## src/rtl/complex_divider.sv

```systemverilog
// Iterative signed complex divider (A1 + jA2) / (B1 + jB2): one shared restoring core, real then imaginary quotient.
// Optional build macro CDIV_ROUND_EN selects round-to-nearest (ties away from zero) instead of truncation.
module complex_divider #(
    parameter int NUMBER_SIZE = 8
) (
    input  logic                          clk,
    input  logic                          rst_n,
    input  logic                          Start,
    input  logic signed [NUMBER_SIZE-1:0] A1,
    input  logic signed [NUMBER_SIZE-1:0] A2,
    input  logic signed [NUMBER_SIZE-1:0] B1,
    input  logic signed [NUMBER_SIZE-1:0] B2,
    output logic                          Busy,
    output logic                          Done,
    output logic signed [NUMBER_SIZE-1:0] Out1,
    output logic signed [NUMBER_SIZE-1:0] Out2,
    output logic                          DivZero,
    output logic                          Sat
);
    localparam int N     = NUMBER_SIZE;
    localparam int DIV_W = 2 * N;
    localparam int CW    = $clog2(DIV_W);
    localparam logic [DIV_W:0] MAX_POS = (DIV_W+1)'(2 ** (N - 1) - 1);
    localparam logic [DIV_W:0] MAX_NEG = (DIV_W+1)'(2 ** (N - 1));

    typedef enum logic [1:0] {IDLE, PREP, DIV_RE, DIV_IM} state_t;
    state_t state, state_next;

    logic signed [N-1:0]     a1_q, a2_q, b1_q, b2_q;
    logic signed [DIV_W:0]   nr_full, ni_full, d_full;
    logic [DIV_W-1:0]        nr_mag, ni_mag, ni_mag_q, d_q, num, rem;
    logic [DIV_W:0]          rem_shift, re_mag, mag_final;
    logic [DIV_W-1:0]        rem_step, q_step;
    logic                    fits, last, re_neg, im_neg;
    logic [CW-1:0]           cnt;
    logic [N:0]              re_res, im_res;

    // Full-precision numerators and denominator from the operands latched at accept.
    always_comb begin
        nr_full = a1_q * b1_q + a2_q * b2_q;
        ni_full = a2_q * b1_q - a1_q * b2_q;
        d_full  = b1_q * b1_q + b2_q * b2_q;
        nr_mag  = nr_full[DIV_W] ? DIV_W'(-nr_full) : DIV_W'(nr_full);
        ni_mag  = ni_full[DIV_W] ? DIV_W'(-ni_full) : DIV_W'(ni_full);
    end

    // One restoring step; num shifts out dividend bits MSB first and shifts in quotient bits.
    always_comb begin
        rem_shift = {rem, num[DIV_W-1]};
        fits      = rem_shift >= {1'b0, d_q};
        rem_step  = fits ? DIV_W'(rem_shift - {1'b0, d_q}) : rem_shift[DIV_W-1:0];
        q_step    = {num[DIV_W-2:0], fits};
        mag_final = {1'b0, q_step};
`ifdef CDIV_ROUND_EN
        if ({rem_step, 1'b0} >= {1'b0, d_q})
            mag_final = mag_final + (DIV_W+1)'(1);
`endif
        last = (cnt == CW'(DIV_W - 1));
    end

    // Returns {clipped, signed result}.
    function automatic logic [N:0] saturate(input logic neg, input logic [DIV_W:0] mag);
        if (!neg)
            return (mag > MAX_POS) ? {1'b1, 1'b0, {(N-1){1'b1}}} : {1'b0, mag[N-1:0]};
        else
            return (mag > MAX_NEG) ? {1'b1, 1'b1, {(N-1){1'b0}}} : {1'b0, ~mag[N-1:0] + 1'b1};
    endfunction

    always_comb begin
        re_res = saturate(re_neg, re_mag);
        im_res = saturate(im_neg, mag_final);
    end

    always_ff @(posedge clk or negedge rst_n) begin
        if (!rst_n) state <= IDLE;
        else        state <= state_next;
    end

    always_comb begin
        state_next = state;
        case (state)
            IDLE:    if (Start) state_next = PREP;
            PREP:    state_next = (d_full == '0) ? IDLE : DIV_RE;
            DIV_RE:  if (last) state_next = DIV_IM;
            DIV_IM:  if (last) state_next = IDLE;
            default: state_next = IDLE;
        endcase
    end

    assign Busy = (state != IDLE);

    always_ff @(posedge clk or negedge rst_n) begin
        if (!rst_n) begin
            a1_q <= '0; a2_q <= '0; b1_q <= '0; b2_q <= '0;
            ni_mag_q <= '0; d_q <= '0; num <= '0; rem <= '0; cnt <= '0;
            re_mag <= '0; re_neg <= 1'b0; im_neg <= 1'b0;
            Done <= 1'b0; Out1 <= '0; Out2 <= '0; DivZero <= 1'b0; Sat <= 1'b0;
        end else begin
            Done <= 1'b0;
            case (state)
                IDLE: if (Start) begin
                    a1_q <= A1; a2_q <= A2; b1_q <= B1; b2_q <= B2;
                end
                PREP: begin
                    re_neg   <= nr_full[DIV_W];
                    im_neg   <= ni_full[DIV_W];
                    num      <= nr_mag;
                    ni_mag_q <= ni_mag;
                    d_q      <= d_full[DIV_W-1:0];
                    rem      <= '0;
                    cnt      <= '0;
                    if (d_full == '0) begin
                        Out1 <= '0; Out2 <= '0; DivZero <= 1'b1; Sat <= 1'b0; Done <= 1'b1;
                    end
                end
                DIV_RE: begin
                    rem <= rem_step;
                    num <= q_step;
                    cnt <= cnt + 1'b1;
                    if (last) begin
                        re_mag <= mag_final;
                        num    <= ni_mag_q;
                        rem    <= '0;
                        cnt    <= '0;
                    end
                end
                DIV_IM: begin
                    rem <= rem_step;
                    num <= q_step;
                    cnt <= cnt + 1'b1;
                    if (last) begin
                        Out1    <= re_res[N-1:0];
                        Out2    <= im_res[N-1:0];
                        Sat     <= re_res[N] | im_res[N];
                        DivZero <= 1'b0;
                        Done    <= 1'b1;
                        cnt     <= '0;
                    end
                end
                default: ;
            endcase
        end
    end
endmodule

```

## config.mk

```make
export PLATFORM = sky130hd
export DESIGN_NAME = complex_divider
export DESIGN_NICKNAME = d
export VERILOG_FILES = /design/src/rtl/complex_divider.sv
export SDC_FILE = /design/constraint.sdc
export NUM_CORES = 1
export LEC_CHECK = 0
export BUFFER_PORTS_ARGS = -buffer_cell sky130_fd_sc_hd__buf_4
export CAP_MARGIN = 40
export CORE_AREA = 2 2 248 250
export DETAILED_ROUTE_END_ITERATION = 16
export DIE_AREA = 0 0 250 252
export PLACE_DENSITY = 0.64
export SLEW_MARGIN = 10
export SYNTH_ARGS = -nofsm -noshare
export SYNTH_HDL_FRONTEND = slang
export SYNTH_SLANG_ARGS = --single-unit
export TNS_END_PERCENT = 1
```

## constraint.sdc

```tcl
create_clock -name clk -period 19.8 [get_ports clk]
set_input_delay 0 -clock clk [delete_from_list [all_inputs] [get_ports clk]]
set_output_delay 0 -clock clk [all_outputs]
set_load 0.05 [all_outputs]
```

==> After elaboration in Yosys (flattened, before gate mapping) <==
Cells that the tools add are included.
{ "op_classes": {"muxes": 34, "n_mul": 6, "n_eq_ne": 8, "reduce_logical": 11, "n_addsub": 9, "magnitude_cmp": 5, "n_bitwise": 3, "div_mod_pow": 0, "shifts": 0} }
{ "op_table": {"columns": ["operator", "n"], "rows": [
  ["$mul 8x8->16", 6],
  ["$pmux 16 s3", 2],
  ["$mux 16", 5],
  ["$mux 9", 6],
  ["$add 16x16->17", 2],
  ["$gt 16x7->1 const B", 2],
  ["$gt 16x8->1 const B", 2],
  ["$neg 16->16", 2],
  ["$pmux 8 s2", 2],
  ["$mux 8", 3],
  ["$ge 17x16->1", 1],
  ["$logic_not 17->1", 1],
  ["$sub 16x16->17", 1],
  ["$add 8x1->8 const B", 2],
  ["$not 8->8", 2],
  ["$sub 16x16->16", 1],
  ["$mux 2", 4],
  ["$ne 2x2->1 const B", 4],
  ["$pmux 2 s4", 1],
  ["$pmux 4 s2", 1],
  ["$mux 1", 6],
  ["$pmux 1 s2", 3],
  ["$reduce_and 3->1", 2],
  ["$reduce_bool 2->1", 3],
  ["10 further kinds", 12]
]} }
{ "totals": {"mem_bits_rw": 0, "memories": 0, "mem_bits_ro": 0, "elab_cells": 94, "reg_bits": 139, "input_bits": 35, "latch_bits": 0, "output_inout_bits": 20} }

==> Longest topological paths before layout <==
Gate-level depths: netlist of the first run.
{ "logic_depth": {"word_depth": 8, "mapped_depth": 26, "mapped_depth_nobuf": 24} }

==> Worst setup path after synthesis of the first run <==
OpenSTA, ideal clock, no wires.
{ "synth_path": {"path_kind": "reg2reg", "from": "register b2_q[7]", "to": "register Out1[6]", "setup_ns": 0.078, "n_path_buf": 1, "slack_ns": 13.311, "required_time_ns": 19.722, "t_arrival_ns": 6.411, "path_stages_with_launch": 21, "synth_period_minus_slack_ns": 6.489, "cell_sequence": "dfrtp_1 > clkinv_1 > nor2_1 > fa_1 > fa_1 > fa_1 > fa_1 > fa_1 > inv_1 > fa_1 > inv_1 > ha_1 > a21o_1 > a211o_1 > o21ai_2 > mux2i_1 > nor4_2 > and4b_1 > o21ai_2 > buf_6 > o2bb2ai_1"} }
{ "synth_between": {"elab_chain_cells": 5} }
{ "synth_lines": {"columns": ["item", "line", "text"], "rows": [
  ["start, declared", "29", "logic signed [N-1:0] a1_q, a2_q, b1_q, b2_q;"],
  ["start signal, assigned", "94", "a1_q <= '0; a2_q <= '0; b1_q <= '0; b2_q <= '0;"],
  ["start signal, assigned", "102", "a1_q <= A1; a2_q <= A2; b1_q <= B1; b2_q <= B2;"],
  ["$mul 8x8->16", "42", "d_full = b1_q * b1_q + b2_q * b2_q;"],
  ["$add 16x16->17", "42", null],
  ["$logic_not 17->1", "112", "if (d_full == '0) begin"],
  ["$ne 2x2->1 (no line)", null, null],
  ["$reduce_and 3->1 (no line)", null, null],
  ["end signal, assigned", "132", "Out1 <= re_res[N-1:0];"],
  ["end, declared", "15", "output logic signed [NUMBER_SIZE-1:0] Out1,"]
]} }
No other way between the ends.
A chain may end at the register's enable or synchronous reset.

==> Final worst setup path of the first run <==
{ "layout_path": {"from": "register b2_q[7]", "to": "register Out2[0]"} }
{ "layout_between": {"elab_chain_cells": 5} }
{ "layout_lines": {"columns": ["item", "line", "text"], "rows": [
  ["$mul 8x8->16", "42", null],
  ["$add 16x16->17", "42", null],
  ["$logic_not 17->1", "112", null],
  ["$ne 2x2->1 (no line)", null, null],
  ["$reduce_and 3->1 (no line)", null, null],
  ["end signal, assigned", "133", "Out2 <= im_res[N-1:0];"],
  ["end, declared", "16", "output logic signed [NUMBER_SIZE-1:0] Out2,"]
]} }
No other way between the ends.

==> results of run 1 <==
-- stage by stage --
step                      std cells   util  cell area (sq um)
after floorplan                2426      -              22800
after global placement         3193  0.399              24000
after detailed placement       3198  0.400              24000
after CTS                      3264  0.415              24900
after global routing           3264  0.415              24900
final                          3264  0.415              24900
-- routing by layer --
| layer | vias to the layer above | track usage |
|---|---|---|
| met5 | - | 0 |
| met4 | 0 | 0.0525 |
| met3 | 65 | 0.0251 |
| met2 | 361 | 0.304 |
| met1 | 8331 | 0.251 |
| li1 | 7658 | - |
-- timing repair --
item | 4_1_cts | 5_1_grt
setup endpoints to repair | 0 | 0
hold buffers | 34 | 0
endpoints found under the hold margin | 105 | 0
-- cells by family (layout without fill, tap and decap cells) --
group / after synthesis / count (layout) / synth area share
xor gates and xnor gates: 118 / 118 / 0.0454
DFF: 139 / 139 / 0.153
muxes: 52 / 52 / 0.0252
buffers and inverters: 593 / 649 / 0.0986
and+or+nand+nor: 622 / 622 / 0.136
AOI/OAI and AO/OA: 316 / 316 / 0.0891
adders and majority gates: 586 / 586 / 0.453
-- final timing paths --
check | start | cells after the start | slack, ns | endpoint
max in group asynchronous | rst_n | 4 | 18.51 | d_q[9]
hold reg to reg | ni_mag_q[4] | 2 | 0.49 | ni_mag_q[4]
setup / recovery | b2_q[7] | 19 | 11.72 | Out2[0]
min in group clk | B2[7] | 4 | 0.28 | b2_q[7]
hold / removal | rst_n | 2 | 0.14 | Out1[3]
setup reg to reg | b2_q[7] | 19 | 11.72 | Out2[0]
-- layout make-up --
class,instances,area share
sequential,139,0.139
inverter,505,0.0760
timing repair buffer,112,0.0387
multi-input combinational,1694,0.684
clock inverter,15,0.00577
tap,782,0.0392
clock buffer,17,0.0171
-- flip-flops by register name, summed over array words and instances, names as in the netlist, 4 cells and up, named ones only --
signal	count
d_q	16
ni_mag_q	16
num	16
re_mag	16
rem	16
Out1	8
Out2	8
a1_q	8
a2_q	8
b1_q	8
b2_q	8
cnt	4
-- worst register-to-register path: stages, from the launching register on --
cell and delay, ns:
dfrtp_1 0.74, clkinv_1 0.77, nor2_1 0.80, fa_1 0.56
fa_1 0.49, fa_1 0.52, fa_1 0.46, fa_1 0.55
inv_1 0.06, fa_1 0.53, inv_1 0.04, ha_1 0.34
a21o_1 0.21, a211o_1 0.31, o21ai_2 0.20, mux2i_1 0.27
nor4_2 0.08, and4b_1 0.30, o21ai_2 0.53, a22o_1 0.24
-- cells in the mapped netlist (8+ instances only) --
library cell and n:
xnor2_1 84, a21oi_1 74, o21ai_0 102, o2bb2ai_1 14
nor3b_1 10, xor2_1 34, dfrtp_1 139, mux2_2 43
nand3_1 17, nor4_1 12, a211oi_1 11, mux2i_1 9
nand2b_1 23, nand2_1 212, fa_1 398, a31oi_1 8
a21o_1 20, nor2_1 108, and2_1 173, nor3_1 22
inv_1 502, o21a_1 8, ha_1 188, clkbuf_1 78
==> metrics.md, run 1 <==
| Metric | Value |
|---|---|
| CP delay by family, top | adder cells |
| Worst Path Arrival | 8.49 ns |
| Maxcap violations | 0 |
| Initial Util | 0.379 |
| Crit path max-delay cell type | nor2_1 |
| Setup slack after layout | about 12 ns |
| Post_cts resized | 0 |
| Layout net count | 3090 |
| Yosys warns | 0 |
| CTS tree | yes |
| Port bufs | between 50 and 60 |
| Status | completed |
| Met2 routed WL | 25.6 mm |
| Worst hold margin | 0.141 ns |
| Max incr delay on CP | 0.80 ns |
| Fill count | 5943 |
| Area Growth Syn to Fin | 9.54% |
| Clk slew on worst S/H paths | ~0.070 ns |
| Setup violations, final | 0 |
| Synth cell types | 74 |
| Final TNS setup | 0 ns |
| WS Path Type | reg2reg |
| Die Height | 252 um |
| H-tree levels | 4 |
| DR iter-0 viols | 943 |
| Area of the multi-input gates | approximately 17000 sq um |
| Overflow after GRT | 0 |
| Uppermost routed layer | met4 |
| Worst hold path class | in2async |
| ANT cells | 0 |
| Net count of the mapped netlist | 3047 |
| Yosys top cell area share | 0.350 |
| Post-synth EDFFs | 0 |
| Met3 wire length | 2.37 mm |
| Mapped Cells | 2426 |
| Crit end category | flop |
| Crit path cell chain | clkinv_1 > nor2_1 > fa_1 > fa_1 > fa_1 > fa_1 > fa_1 > inv_1 > fa_1 > inv_1 > ha_1 > a21o_1 > a211o_1 > o21ai_2 > mux2i_1 > nor4_2 > and4b_1 > o21ai_2 > a22o_1 |
| Req. time, crit path | 20.21 ns |
| Fmax | 124 MHz |
| Tcrit/Tclk final | 0.408 |
| Critical path's most frequent cell | fa_1 |
| Gpl congestion | 0.932 |
| Crit path time final | around 8.1 ns |
| DRT met1 WL | 25.0 mm |
| Crit-path max FO | 19 |
| CTS Buf Count | 17 |
| Register area share after synthesis | 0.153 |
| Slew Limit Fails | 0 |
| Core box area | 60100 sq um |
| # IOs | between 50 and 60 |
| DRC Markers | 0 |
| HPWL after DPL | about 42 mm |
| Mapped cell area | between 20000 and 25000 sq um |
| Routed vias | 16400 |
| CTS Sinks | 139 |
| Detail Route Antenna Nets | 0 |
| Main synth FF type | dfrtp_1 |
| Synth area leaders | fa_1 35%, dfrtp_1 15%, ha_1 10% |
| GRT Overall Usage | 0.183 |
| Synth Register Bits | 139 |
| Clock buffer depth | 2 |
| 1st-pass router iterations | 5 |
| Pre-CTS worst setup slack | 11.77 ns |
| Slew @ Worst Pin | 0.930 ns |
| Async SR Flop Fraction | 1.00 |
| Share of post-route cells with drive strength above 1 | 0.0705 |
| CTS Root Cell | clkbuf_16 |
| FF/Latch Area | around 3500 sq um |
| Post-CTS Setup Repair Bufs | 0 |
| Final hold violations | 0 |
| CP Buf/Inv Count | 3 |
| Crit path launch type | flop |
| Vias in the first global route | 17800 |
| Commonest non-fill, non-tap cells in the layout | 502 x inv_1, 398 x fa_1, 212 x nand2_1, 188 x ha_1, 173 x and2_1 |
| Detailed Route WL | ~54 mm |
| Final Skew | roughly 0.015 ns |
| Vias per cell | 5.03 |
| Row Count | 90 |
| Post-DR wirelength/cell | about 17 um |
| Commonest non-fill, non-tap cell in the layout | inv_1 |
| Clock Latency Late Sink | 0.48 ns |
| Antenna violations before repair | 0 |
| Mean Syn Cell Area | between 9 and 10 sq um |
| Dominant cell type by area after synthesis | fa_1 |
| Largest net degree at the start of global routing | 74 |
| Die area | 63000 sq um |
| RSZ-0062 raised after global routing | no |
| Die Wd | roughly 250 um |
| First-pass GRT wire length | 91.8 mm |
| Worst slew margin | 0.380 |
Power of run 1 is not shown: default switching activity piles up to over one toggle a cycle in this logic, so the estimate is an artifact.
==> inputs of run 2 (changes only) <==
--- a/config.mk
+++ b/config.mk
@@ -10,7 +10,7 @@
 export CORE_AREA = 2 2 248 250
 export DETAILED_ROUTE_END_ITERATION = 16
 export DIE_AREA = 0 0 250 252
-export PLACE_DENSITY = 0.64
+export PLACE_DENSITY = 0.66
 export SLEW_MARGIN = 10
 export SYNTH_ARGS = -nofsm -noshare
 export SYNTH_HDL_FRONTEND = slang
==> constraint.sdc (replaced) <==
create_clock -name clk -period 6.9 [get_ports clk]
set_input_delay 0 -clock clk [delete_from_list [all_inputs] [get_ports clk]]
set_output_delay 0 -clock clk [all_outputs]
set_load 0.05 [all_outputs]
==> metrics.md, run 2 (synthesized netlist as in run 1, its figures left out) <==
| Metric | Value |
|---|---|
| Crit-path max FO | 12 (-7) |
| # IOs | 55 (unchanged) |
| Die Wd | 250 um (unchanged) |
| GRT Overall Usage | 0.184 (+0.00123) |
| Status | completed |
| CTS Buf Count | 17 (unchanged) |
| Fmax | 152 MHz (+23%) |
| CTS Root Cell | clkbuf_16 |
| First-pass GRT wire length | 92.9 mm (+1.2%) |
| Detailed Route WL | 55.2 mm (+1.8%) |
| Max incr delay on CP | 0.63 ns (-0.17 ns) |
| DRC Markers | 0 (unchanged) |
| Crit path launch type | flop |
| Setup slack after layout | 0.309 ns (-11.42 ns) |
| Worst hold path class | in2reg |
| H-tree levels | 4 (unchanged) |
| Vias per cell | 5.01 (-0.37%) |
| Pre-CTS worst setup slack | -0.0473 ns (-11.82 ns) |
| Overflow after GRT | 0 (unchanged) |
| 1st-pass router iterations | 5 (unchanged) |
| Crit path cell chain | buf_4 > nand2_1 > fa_1 > fa_1 > inv_1 > fa_1 > inv_1 > fa_1 > fa_1 > inv_1 > fa_1 > inv_1 > ha_1 > or4_1 > o2111ai_2 > a21oi_1 > o31ai_2 > a21oi_1 > buf_4 > a211oi_1 > xor2_1 > o21ai_1 |
| Slew Limit Fails | 0 (unchanged) |
| Final hold violations | 0 (unchanged) |
| Worst slew margin | 0.550 (+0.170) |
| Initial Util | 0.379 (unchanged) |
| RSZ-0062 raised after global routing | yes |
| Commonest non-fill, non-tap cells in the layout | 502 x inv_1, 398 x fa_1, 212 x nand2_1, 188 x ha_1, 172 x and2_1 |
| HPWL after DPL | 44.6 mm (+6.6%) |
| Area Growth Syn to Fin | 11.6% |
| Crit path time final | 6.59 ns (-1.48 ns) |
| ANT cells | 0 (unchanged) |
| Crit path max-delay cell type | dfrtp_1 |
| DRT met1 WL | 25.0 mm (about the same) |
| CTS tree | yes |
| Detail Route Antenna Nets | 0 (unchanged) |
| Critical path's most frequent cell | fa_1 |
| Clock Latency Late Sink | 0.46 ns (-0.02 ns) |
| FF/Latch Area | 3500 sq um (+0.50%) |
| Largest net degree at the start of global routing | 65 (-12%) |
| Antenna violations before repair | 0 (unchanged) |
| DR iter-0 viols | 1037 (+10%) |
| Die Height | 252 um (unchanged) |
| Die area | 63000 sq um (unchanged) |
| Clock buffer depth | 2 (unchanged) |
| Port bufs | 54 (unchanged) |
| Final Skew | 0.0136 ns (-0.00175 ns) |
| Slew @ Worst Pin | 0.675 ns (-0.256 ns) |
| Worst Path Arrival | 6.91 ns (-1.58 ns) |
| Layout net count | 3138 (+1.6%) |
| Setup violations, final | 0 (unchanged) |
| Commonest non-fill, non-tap cell in the layout | inv_1 |
| Fill count | 5931 (-0.20%) |
| Maxcap violations | 0 (unchanged) |
| CTS Sinks | 139 (unchanged) |
| Area of the multi-input gates | 17100 sq um (+0.20%) |
| Met3 wire length | 2.89 mm (+22%) |
| Met2 routed WL | 26.1 mm (+1.9%) |
| Uppermost routed layer | met4 |
| Gpl congestion | 0.912 (-2.1%) |
| WS Path Type | reg2reg |
| Routed vias | 16600 (+1.1%) |
| Tcrit/Tclk final | 0.955 (+0.547) |
| Crit end category | flop |
| Share of post-route cells with drive strength above 1 | 0.0957 (+0.0251) |
| Post-DR wirelength/cell | 16.7 um (+0.28%) |
| Req. time, crit path | 7.22 ns (-12.99 ns) |
| Row Count | 90 (unchanged) |
| Clk slew on worst S/H paths | 0.07 ns (about the same) |
| Vias in the first global route | 17900 (+0.26%) |
| Core box area | 60100 sq um (unchanged) |
[run 2: cell count changes in the layout (fill, tap and decap cells not counted), sizes merged]
cell,previous run,this run
dlygate4sd3,34,33
buf,78,127
clkbuf,17,18
inv,512,511
[run 2: through the flow]
stage	setup TNS [ns]	utilization	instance area, sq um	std cells	hold slack (ns)
floorplan	0	-	22800	2426	-0.296
global placement	0	0.406	24400	3245	0.0391
detailed placement	-0.0779	0.407	24500	3247	0.0448
CTS	0	0.422	25400	3312	0.0402
global route	-0.00647	0.423	25400	3312	0.125
finish	0	0.423	25400	3312	0.0575
[run 2: worst paths after layout]
path                              from           end  slack (ns)  depth (start not counted)
max                            a1_q[4]  ni_mag_q[14]        0.31                         22
min                              Start      state[0]        0.06                          5
max reg2reg                    a1_q[4]  ni_mag_q[14]        0.31                         22
min reg2reg                ni_mag_q[8]   ni_mag_q[8]        0.48                          2
max in group asynchronous        rst_n       b1_q[3]        5.64                          4
min in group asynchronous        rst_n       Out1[4]        0.11                          2
[run 2: routing by layer]
layer  vias to the layer above  global-route usage
met5                         -                   0
met4                         0              0.0493
met3                        77              0.0303
met2                       415               0.305
met1                      8359               0.252
li1                       7744                   -
[run 2: worst max-delay path: cells and delay by family (launching register included)]
family,cells,cell delay [ns]
flops,1,0.63
buf+inv,6,0.68
simple gates,2,0.67
fa+ha+maj,7,3.13
xor+xnor,1,0.21
compound gates,6,1.10
[run 2: cell type report]
cell class              count  share of cell area
well taps                 782              0.0385
inverters                 505              0.0746
multi-input cells        1694               0.673
flip-flops and latches    139               0.138
clock buffers              18              0.0169
clock inverters            14             0.00512
repair buffers            160              0.0548
[run 2: timing repair]
item / 4_1_cts / 5_1_grt
endpoints found under the setup margin: 2 / 39
endpoints found under the hold margin: 95 / 0
pin swaps: 0 / 1
setup buffers: 0 / 0
hold buffers: 33 / 0
resized for setup: 1 / 21
gates cloned: 0 / 0
Power of run 2 is left out for the same reason.
==> inputs of run 3 (changes only) <==
--- a/config.mk
+++ b/config.mk
@@ -7,10 +7,10 @@
 export LEC_CHECK = 0
 export BUFFER_PORTS_ARGS = -buffer_cell sky130_fd_sc_hd__buf_4
 export CAP_MARGIN = 40
-export CORE_AREA = 2 2 248 250
+export CORE_AREA = 2 2 198 200
 export DETAILED_ROUTE_END_ITERATION = 16
-export DIE_AREA = 0 0 250 252
-export PLACE_DENSITY = 0.66
+export DIE_AREA = 0 0 200 202
+export PLACE_DENSITY = 0.91
 export SLEW_MARGIN = 10
 export SYNTH_ARGS = -nofsm -noshare
 export SYNTH_HDL_FRONTEND = slang
==> metrics.md, run 3 (synthesized netlist as in run 1, its figures left out) <==
| Metric | Value |
|---|---|
| Fmax | 150 MHz (-1.1%) |
| WS Path Type | reg2reg |
| Detail Route Antenna Nets | 0 (unchanged) |
| DRC Markers | 0 (unchanged) |
| Gpl congestion | 0.904 (-0.95%) |
| Tcrit/Tclk final | 0.966 (+0.0106) |
| Clock buffer depth | 2 (unchanged) |
| Area Growth Syn to Fin | 9.95% |
| Crit-path max FO | 16 (+4) |
| Post-DR wirelength/cell | 19.0 um (+14%) |
| Pre-CTS worst setup slack | -0.0578 ns (-0.0106 ns) |
| Maxcap violations | 0 (unchanged) |
| CTS Root Cell | clkbuf_16 |
| Detailed Route WL | 57.8 mm (+4.7%) |
| Req. time, crit path | 7.24 ns (+0.02 ns) |
| Routed vias | 17600 (+6.2%) |
| Setup violations, final | 0 (unchanged) |
| HPWL after DPL | 44.4 mm (-0.59%) |
| Die area | 40400 sq um (-36%) |
| Slew Limit Fails | 0 (unchanged) |
| First-pass GRT wire length | 95.2 mm (+2.5%) |
| Slew @ Worst Pin | 0.704 ns (+0.0295 ns) |
| Crit path cell chain | and2_1 > inv_1 > fa_1 > fa_1 > fa_1 > inv_1 > fa_1 > fa_1 > inv_1 > fa_1 > inv_1 > ha_1 > a211o_1 > a311o_1 > a21oi_2 > xnor2_1 > nor4_2 > and4b_2 > o21ai_4 > a22o_1 |
| Row Count | 72 (-20%) |
| CTS tree | yes |
| Core box area | 38300 sq um (-36%) |
| Crit path launch type | flop |
| Setup slack after layout | 0.236 ns (-0.0729 ns) |
| Max incr delay on CP | 0.58 ns (-0.05 ns) |
| Post-layout util | 0.654 (+0.231) |
| Layout net count | 3130 (-0.25%) |
| CTS Buf Count | 17 (unchanged) |
| # IOs | 55 (unchanged) |
| Commonest non-fill, non-tap cell in the layout | inv_1 |
| ANT cells | 0 (unchanged) |
| Die Height | 202 um (-20%) |
| CP Buf/Inv Count | 4 (-2) |
| DR iter-0 viols | 1443 (+39%) |
| GRT Overall Usage | 0.303 (+0.118) |
| Largest net degree at the start of global routing | 65 (unchanged) |
| Vias per cell | 5.80 (+16%) |
| Worst slew margin | 0.527 (-0.0230) |
| CP delay by family, top | adder cells |
| Overflow after GRT | 0 (unchanged) |
| CTS Sinks | 139 (unchanged) |
| Final hold violations | 0 (unchanged) |
| Crit end category | flop |
| Share of post-route cells with drive strength above 1 | 0.0952 (-0.000490) |
| Final Skew | 0.0142 ns (+0.000610 ns) |
| Crit path time final | 6.66 ns (+0.0729 ns) |
| Commonest non-fill, non-tap cells in the layout | 502 x inv_1, 397 x fa_1, 212 x nand2_1, 188 x ha_1, 172 x and2_1 |
| Antenna violations before repair | 0 (unchanged) |
| Vias in the first global route | 19600 (+9.8%) |
| Status | completed |
| Clk slew on worst S/H paths | 0.07 ns (about the same) |
| Post-CTS Setup Repair Bufs | 0 (unchanged) |
| Worst Path Arrival | 7.00 ns (+0.09 ns) |
| Critical path's most frequent cell | fa_1 |
| Initial Util | 0.595 (+0.216) |
| 1st-pass router iterations | 6 (+1) |
| Worst hold path class | in2async |
| H-tree levels | 4 (unchanged) |
| Clock Latency Late Sink | 0.46 ns (about the same) |
| Die Wd | 200 um (-20%) |
| Crit path max-delay cell type | dfrtp_2 |
| RSZ-0062 raised after global routing | yes |
| Worst hold margin | 0.133 ns (+0.0757 ns) |
| Port bufs | 54 (unchanged) |
-- run 3: routing by layer --
| metal | GRT usage | routed length (um) | up-vias |
|---|---|---|---|
| li1 | - | - | 7719 |
| met4 | 0.173 | 3280 | 0 |
| met5 | 0 | 0 | - |
| met2 | 0.511 | 28900 | 869 |
| met1 | 0.365 | 21200 | 8782 |
| met3 | 0.0556 | 4440 | 258 |
-- run 3: worst register-to-register path, stage by stage, from the launching register on --
cell and delay [ns]:
dfrtp_2 0.58, and2_1 0.24, inv_1 0.09, fa_1 0.50, fa_1 0.51, fa_1 0.51
inv_1 0.05, fa_1 0.46, fa_1 0.55, inv_1 0.05, fa_1 0.53, inv_1 0.04
ha_1 0.33, a211o_1 0.31, a311o_1 0.34, a21oi_2 0.17, xnor2_1 0.13, nor4_2 0.34
and4b_2 0.38, o21ai_4 0.15, a22o_1 0.29
-- run 3: worst paths after layout --
| kind | startpoint | end | slack [ns] | depth (start not counted) |
|---|---|---|---|---|
| max | b1_q[6] | Out2[0] | 0.24 | 20 |
| min | rst_n | Out1[5] | 0.13 | 2 |
| max reg2reg | b1_q[6] | Out2[0] | 0.24 | 20 |
| min reg2reg | ni_mag_q[2] | ni_mag_q[2] | 0.48 | 2 |
| max in group asynchronous | rst_n | cnt[2] | 5.61 | 4 |
| min in group clk | Start | state[0] | 0.14 | 5 |
-- run 3: cell type report --
type,instances,area (sq um)
clock buffers,17,425
clock inverters,15,133
fillers,2772,13200
inverters,505,1900
multi-input cells,1694,17100
flip-flops and latches,139,3500
well taps,518,648
repair buffers,152,1340
-- run 3: metrics by stage --
step / cells / instance area [sq um] / setup TNS [ns]
floorplan: 2426 / 22800 / 0
global placement: 2973 / 24000 / 0
detailed placement: 2975 / 24100 / -0.183
CTS: 3040 / 25000 / 0
global route: 3040 / 25000 / -0.00640
finish: 3040 / 25000 / 0
-- run 3: repair_timing --
| action | CTS | global route |
|---|---|---|
| gates cloned | 0 | 0 |
| gates resized for setup | 5 | 22 |
| setup endpoints to repair | 19 | 47 |
| hold buffers | 33 | 0 |
| hold endpoints to repair | 95 | 0 |
Power of run 3 is left out for the same reason.
